[config.mk]
export PLATFORM = sky130hd
export DESIGN_NAME = reg_file_2r1w
export DESIGN_NICKNAME = d
export VERILOG_FILES = /design/src/rtl/reg_file_pkg.sv /design/src/rtl/reg_file_fill_ctl.sv /design/src/rtl/reg_file_2r1w.sv
export SDC_FILE = /design/constraint.sdc
export NUM_CORES = 1
export LEC_CHECK = 0
export BUFFER_PORTS_ARGS = -buffer_cell sky130_fd_sc_hd__buf_2
export CAP_MARGIN = 20
export CORE_MARGIN = 2
export CORE_UTILIZATION = 55
export DETAILED_ROUTE_END_ITERATION = 8
export PLACE_DENSITY_LB_ADDON = 0.3
export SLEW_MARGIN = 25
export SYNTH_ARGS = -nofsm -noshare
export SYNTH_HDL_FRONTEND = slang
export SYNTH_SLANG_ARGS = --single-unit
[constraint.sdc]
create_clock -name clk -period 2.2 [get_ports clk]
set_input_delay 0.44 -clock clk [delete_from_list [all_inputs] [get_ports clk]]
set_output_delay 0.44 -clock clk [all_outputs]
set_load 0.01 [all_outputs]
[src/rtl/reg_file_pkg.sv]
// Shared types and helpers for the 2-read/1-write register file.
package reg_file_pkg;

  // Flush engine states
  typedef enum logic {
    IDLE = 1'b0,
    FILL = 1'b1
  } fill_state_e;

  // Number of entries for an address width of m bits
  function automatic int unsigned depth(input int unsigned m);
    return 32'd1 << m;
  endfunction

endpackage

[src/rtl/reg_file_fill_ctl.sv]
// Flush sequencer: walks every entry once, writing the latched fill value.
module reg_file_fill_ctl
  import reg_file_pkg::*;
#(
  parameter int M = 2,
  parameter int N = 16
) (
  input  logic         clk,
  input  logic         clr,
  input  logic         flush,
  input  logic [N-1:0] fill_data,
  output logic         busy,
  output logic         fill_we,
  output logic [M-1:0] fill_addr,
  output logic [N-1:0] fill_wdata
);

  localparam logic [M-1:0] CNT_LAST = '1;

  fill_state_e  state_q, state_d;
  logic [M-1:0] cnt_q, cnt_d;
  logic [N-1:0] fill_q, fill_d;
  logic         busy_q, busy_d;

  // Next-state logic: start on flush in IDLE, step once per cycle in FILL
  always_comb begin
    state_d = state_q;
    cnt_d   = cnt_q;
    fill_d  = fill_q;
    unique case (state_q)
      IDLE: begin
        if (flush) begin
          state_d = FILL;
          cnt_d   = '0;
          fill_d  = fill_data;
        end
      end
      FILL: begin
        cnt_d = cnt_q + M'(1);
        if (cnt_q == CNT_LAST) begin
          state_d = IDLE;
        end
      end
      default: state_d = IDLE;
    endcase
    busy_d = (state_d == FILL);
  end

  // State registers with synchronous reset overriding any running flush
  always_ff @(posedge clk) begin
    if (clr) begin
      state_q <= IDLE;
      cnt_q   <= '0;
      fill_q  <= '0;
      busy_q  <= 1'b0;
    end else begin
      state_q <= state_d;
      cnt_q   <= cnt_d;
      fill_q  <= fill_d;
      busy_q  <= busy_d;
    end
  end

  assign busy       = busy_q;
  assign fill_we    = (state_q == FILL);
  assign fill_addr  = cnt_q;
  assign fill_wdata = fill_q;

endmodule

[src/rtl/reg_file_2r1w.sv]
// Register file: two async read ports, one sync write port, sequenced flush.
// Optional macro REG_FILE_BYPASS_EN forwards same-cycle writes to the read ports.
module reg_file_2r1w
  import reg_file_pkg::*;
#(
  parameter int M = 2,
  parameter int N = 16
) (
  input  logic         clk,
  input  logic         clr,
  input  logic         writeEnable,
  input  logic [M-1:0] writeAddr,
  input  logic [N-1:0] dataIn,
  input  logic [M-1:0] readAddrA,
  output logic [N-1:0] dataOutA,
  input  logic [M-1:0] readAddrB,
  output logic [N-1:0] dataOutB,
  input  logic         flush,
  input  logic [N-1:0] fillData,
  output logic         busy,
  output logic         writeAck
);

  localparam int DEPTH = depth(M);

  logic [N-1:0] mem_q [DEPTH];
  logic [N-1:0] mem_d [DEPTH];
  logic         write_ack_q, write_ack_d;
  logic         user_we;
  logic         fill_we;
  logic [M-1:0] fill_addr;
  logic [N-1:0] fill_wdata;

  reg_file_fill_ctl #(
    .M(M),
    .N(N)
  ) u_fill_ctl (
    .clk       (clk),
    .clr       (clr),
    .flush     (flush),
    .fill_data (fillData),
    .busy      (busy),
    .fill_we   (fill_we),
    .fill_addr (fill_addr),
    .fill_wdata(fill_wdata)
  );

  // User writes commit only when idle and not colliding with a flush request
  assign user_we = writeEnable && !flush && !fill_we;

  // Write mux: fill engine and user port are mutually exclusive by state
  always_comb begin
    mem_d = mem_q;
    if (fill_we) begin
      mem_d[fill_addr] = fill_wdata;
    end else if (user_we) begin
      mem_d[writeAddr] = dataIn;
    end
    write_ack_d = user_we;
  end

  // Storage and acknowledge registers
  always_ff @(posedge clk) begin
    if (clr) begin
      mem_q       <= '{default: '0};
      write_ack_q <= 1'b0;
    end else begin
      mem_q       <= mem_d;
      write_ack_q <= write_ack_d;
    end
  end

  assign writeAck = write_ack_q;

  // Read ports
`ifdef REG_FILE_BYPASS_EN
  always_comb begin
    dataOutA = mem_q[readAddrA];
    dataOutB = mem_q[readAddrB];
    if (fill_we && (fill_addr == readAddrA)) begin
      dataOutA = fill_wdata;
    end else if (user_we && (writeAddr == readAddrA)) begin
      dataOutA = dataIn;
    end
    if (fill_we && (fill_addr == readAddrB)) begin
      dataOutB = fill_wdata;
    end else if (user_we && (writeAddr == readAddrB)) begin
      dataOutB = dataIn;
    end
  end
`else
  always_comb begin
    dataOutA = mem_q[readAddrA];
    dataOutB = mem_q[readAddrB];
  end
`endif

endmodule

==> summary.txt, run 1 <==
leakage: 2.441 nW
Clock Latency Late Sink: 0.35 ns
Arr. time, crit path: 1.54 ns
largest net degree at the start of global routing: 65
height of the die: 105.9 um
most frequent cells in the layout: 83 x a21oi_1, 83 x dfxtp_1, 74 x buf_2
Synthesis Warnings: 0
dpl cells: 742
HPWL after DPL: 9.152 mm
DRC viols: 0
DRT Wirelength: 14.03 mm
Clock transition at path regs: 0.09 ns
unrepaired setup endpoints after global routing: no
post-DR wirelength/cell: 18.50 um
status: finished, final reports clean
cts bufs inserted: 9
Least-Margin Pin Slew: 0.5990 ns
critical path class: input pin to output pin
CTS tree: yes
max-slew violations: 0
Avg Inst Size Synth: 9.839 um2
CTS sink count: 84
via count: 4,649
slew margin rel.: 60.07%
Startpoint Class: input pin
Detailed Routing Iterations Pass 1: 4
Initial Util: 56.03%
first-pass GRT wire length: 22.58 mm
DR iter-0 viols: 331
die width: 105.9 um
total global routing track utilization: 25.60%
final clock skew: 0.01134 ns
I/O pins: 76
Layout Cells excl Fill: 758
Pwr Density: 540.2 nW/um2
worst path required time: 1.76 ns
initial antenna violation count: 0
final hold violation count: 0
Post-Route Setup TNS: 0 ns
hold_buf cts: 0
Max Fclk: 506.2 MHz
Critical Path Fanout Max: 12
area delta synth->final: 11.20%
area of the multi-input gates: 3638 um2
ANT cells: 0
synthesized cell area: 5707 um2
drt via density: 6.133
crit path time final: 1.976 ns
Max Cap Violations: 0
die area: 11,210 um2
Mapped Nets: 626
vias in the first global route: 4,214
period utilization: 89.80%
Setup crit end kind: output pin
final total power: 0.003428 W
r2r setup slk: 0.49 ns
core area: 10,180 um2
Hold Path Class: input pin to flop
Synth cell types: 29
maximum vdd drop: 0.0003271 V
Final GP Congestion: 0.8000
final setup violation count: 0
Hold Slack: 0.3155 ns
setup bufs post-CTS: 0
nets: 663
I/O Buffers: 75
Layout fillers: 861
CTS max path bufs: 2
DRT antenna net count: 0
FF+latch count, synth: 84
Post-Syn Instances: 580
H-tree Lvls: 3
FP Rows: 37
PostCTS Resize Cnt: 0
clk root buf: clkbuf_8
GRT overflow: 0
register area: 1685 um2
register area share after synthesis: 29.47%
fraction of layout cells with a size suffix above 1: 33.44%
==> metrics by stage <==
stage | instance area (um2) | utilization, % | worst slack (ns)
floorplan | 5707 | - | 0.3062
global placement | 6112 | 60.01 | 0.2528
global route | 6346 | 62.31 | 0.1921
detailed placement | 6112 | 60.01 | 0.2129
finish | 6346 | 62.31 | 0.2245
CTS | 6346 | 62.31 | 0.2115
==> cells in the mapped netlist <==
library cell,n,area (um2)
o21a_1,1,7.510
nand4b_1,17,148.9
buf_2,21,105.1
nor4b_1,2,17.52
clkbuf_1,22,82.58
and4bb_2,1,12.51
a21oi_1,83,415.4
nor2b_1,65,406.6
nand2_1,33,123.9
nor2_1,2,7.510
dfxtp_1,84,1682
or4bb_1,9,101.4
nand3_1,64,320.3
buf_1,12,45.04
mux2i_4,1,22.52
buf_6,9,101.4
inv_1,2,7.510
mux2_1,5,56.30
nand4bb_1,23,259.0
mux2i_2,2,27.53
nand2b_1,2,12.51
mux2_4,21,315.3
or4b_1,16,160.2
mux4_2,32,720.7
ha_1,4,50.05
nor4bb_1,1,10.01
mux2_2,38,427.9
nor3b_1,2,15.01
buf_4,6,45.04
==> sequential cells by signal, summed over array words and instances, names as in the netlist <==
register	count
u_fill_ctl.fill_wdata	16
u_fill_ctl.busy	1
u_fill_ctl.fill_addr	2
writeAck	1
mem_q	64
==> cell families after synthesis <==
kind of cell | Yosys count | synth area share [%]
compound gates | 84 | 7.411
fa+ha+maj | 4 | 0.8770
buf+inv | 72 | 6.775
flops | 84 | 29.47
mux | 99 | 27.52
simple gates | 237 | 27.95
==> routing by layer <==
layer	global-route usage, %	share of wire (%)	vias up	wire, um
li1	-	-	2220	-
met1	37.62	47	2227	6527
met2	39.82	46	185	6440
met4	7.237	1.6	0	221
met5	0	0	-	0
met3	2.968	6.0	17	836
==> critical path, stage by stage <==
cell and delay, ns:
buf_2 0.36, mux4_2 0.58, buf_2 0.16
==> layout make-up <==
cell class | instances | area share, %
Multi-Input combinational cell | 424 | 57.33
Timing Repair Buffer | 96 | 9.621
Tap cell | 136 | 2.681
Sequential cell | 84 | 26.56
Clock inverter | 5 | 1.301
Inverter | 2 | 0.1183
Clock buffer | 11 | 2.386
==> path summary, 6_finish.rpt <==
kind	endpoint	cells past startpoint	startpoint
setup / recovery	dataOutB[2]	3	readAddrB[1]
hold reg to reg	u_fill_ctl.fill_wdata[14]	2	u_fill_ctl.fill_wdata[14]
setup reg to reg	mem_q[25]	5	u_fill_ctl.fill_addr[0]
hold / removal	u_fill_ctl.fill_wdata[13]	3	fillData[13]
==> power by group <==
| group | internal (W) | switching, W | total [W] |
|---|---|---|---|
| combinational | 0.000241 | 0.000303 | 0.000544 |
| sequential | 0.00156 | 0.0000562 | 0.00161 |
| clock | 0.000704 | 0.000568 | 0.00127 |
| total | 0.00250 | 0.000927 | 0.00343 |
No activity file was read; power rests on OpenSTA's default activity.
==> run 2, diff against run 1 <==
--- a/config.mk
+++ b/config.mk
@@ -8,7 +8,7 @@
 export BUFFER_PORTS_ARGS = -buffer_cell sky130_fd_sc_hd__buf_2
 export CAP_MARGIN = 20
 export CORE_MARGIN = 2
-export CORE_UTILIZATION = 55
+export CORE_UTILIZATION = 53
 export DETAILED_ROUTE_END_ITERATION = 8
 export PLACE_DENSITY_LB_ADDON = 0.3
 export SLEW_MARGIN = 25
==> constraint.sdc (replaced) <==
create_clock -name clk -period 1.75 [get_ports clk]
set_input_delay 0.35 -clock clk [delete_from_list [all_inputs] [get_ports clk]]
set_output_delay 0.35 -clock clk [all_outputs]
set_load 0.01 [all_outputs]
==> run 2 against run 1 <==
Cell count rose by 2.4%. Critical path type is now flop to output pin. Total power rose by 21%. First-iteration DRC count rose by 5.4%. Clock power rose by 6%. Core utilization rose by 1.2 points. Die area rose by 3.6%. Worst setup slack got worse by 0.18 ns. Sequential power rose by 25%. Sequential share of layout area fell by 0.97 points. Via count rose by 1.9%. Wire length rose by 5.1%.
==> summary.txt, run 2 (synthesized netlist as in run 1, its figures left out) <==
Pwr Density: 629.1 nW/um2
crit-path cells: mux4_2 -> buf_2
Reg with most FFs: mem_q
final core utilization: 63.51%
Finished Cell Area: 6586 um2
Hold Path Class: input pin to flop
vias in the first global route: 4,593
origin of the critical flop-to-flop path: u_fill_ctl.busy
height of the die: 107.8 um
period utilization: 97.33%
core area: 10,370 um2
DRC viols: 0
Max Fclk: 587.1 MHz
Max Cap Violations: 0
Critical Path Fanout Max: 3
H-tree Lvls: 3
DRT Wirelength: 14.75 mm
dpl cells: 757
Setup crit end kind: output pin
worst path required time: 1.40 ns
drt via density: 6.107
total global routing track utilization: 26.56%
first-pass GRT wire length: 23.85 mm
critical path class: flop to output pin
hold path startpoint: fillData[7]
number of flip-flops in the largest register: 64
final setup violation count: 0
HPWL after DPL: 9.782 mm
area delta synth->final: 15.41%
Final WS setup: 0.04667 ns
Final GP Congestion: 0.8429
I/O pins: 76
FP Rows: 37
crit path time final: 1.703 ns
leakage: 2.566 nW
final clock skew: 0.005997 ns
CTS tree: yes
final hold violation count: 0
DR iter-0 viols: 349
die area: 11,610 um2
initial antenna violation count: 1
Crit-path slowest cell: mux4_2
via count: 4,739
die width: 107.8 um
status: finished, final reports clean
nets: 681
CTS sink count: 84
Clock transition at path regs: 0.08 ns
ANT cells: 0
hold_buf cts: 0
CTS max path bufs: 2
Startpoint Class: flop
pre-CTS setup slack: -0.3956 ns
DRT antenna net count: 0
Initial Util: 55.03%
worst path bufs/invs: 1
post-DR wirelength/cell: 19.01 um
unrepaired setup endpoints after global routing: no
clk root buf: clkbuf_8
Crit path largest cell delay: 0.49 ns
cts bufs inserted: 9
I/O Buffers: 75
post-place instance area: 6367 um2
maximum vdd drop: 0.0004770 V
Critical Path Start: mem_q[28]
Layout Cells excl Fill: 776
fraction of layout cells with a size suffix above 1: 35.00%
GRT overflow: 0
Least-Margin Pin Slew: 0.8230 ns
Clock Latency Late Sink: 0.36 ns
delay-heaviest family, CP: multiplexers
largest net degree at the start of global routing: 116
slew margin rel.: 44.36%
max-slew violations: 0
most frequent cells in the layout: 83 x a21oi_1, 83 x dfxtp_1, 74 x buf_2
Arr. time, crit path: 1.35 ns
Detailed Routing Iterations Pass 1: 5
[run 2: cell types whose count changed in the layout (fill, tap and decap cells not counted), sizes merged]
cell	change
clkbuf	+4
inv	-1
buf	+18
clkinvlp	-1
bufinv	-2
[run 2: area by class of cell]
type | count | area, um2
clock buffers | 15 | 176.4
repair buffers | 114 | 883.3
multi-input cells | 424 | 3659
clock inverters | 1 | 5.005
inverters | 2 | 7.507
well taps | 136 | 170.2
flip-flops and latches | 84 | 1685
fillers | 892 | 3784
[run 2: per-stage QoR]
stage          hold slack (ns)  TNS, ns  total power (W)
4_1_cts                 0.2105        0         0.004144
6_report                0.2226        0         0.004144
5_1_grt                 0.2257        0         0.004312
3_5_place_dp            0.5037   -6.084         0.002818
3_3_place_gp            0.4973   -2.683         0.002795
2_1_floorplan           0.4293        0         0.002558
[run 2: final timing paths]
check / depth (start not counted) / slack [ns] / end
min reg2reg: 2 / 0.52 / u_fill_ctl.fill_wdata[12]
max: 2 / 0.05 / dataOutB[12]
max reg2reg: 4 / 0.11 / mem_q[2]
min: 3 / 0.22 / u_fill_ctl.fill_wdata[7]
[run 2: worst min-delay path, stage by stage]
cell	delay (ns)
buf_2	0.09
nand2_1	0.04
a21oi_1	0.05
[run 2: per-layer routing]
metal	vias up	global-route usage (%)	routed length, um
li1	2257	-	-
met1	2265	36.97	6360
met2	186	41.55	7038
met3	31	3.390	1020
met4	0	11.26	329
met5	-	0	0
[run 2: where the power goes]
group	leakage (nW)	switching (W)	internal (W)
combinational	1.79	0.000421	0.000367
clock	0.0937	0.000709	0.000634
sequential	0.681	0.0000569	0.00196
[run 2: what timing repair did]
action,4_1_cts,5_1_grt
resized for setup,1,0
endpoints found under the hold margin,0,0
setup buffers,3,0
endpoints found under the setup margin,27,0
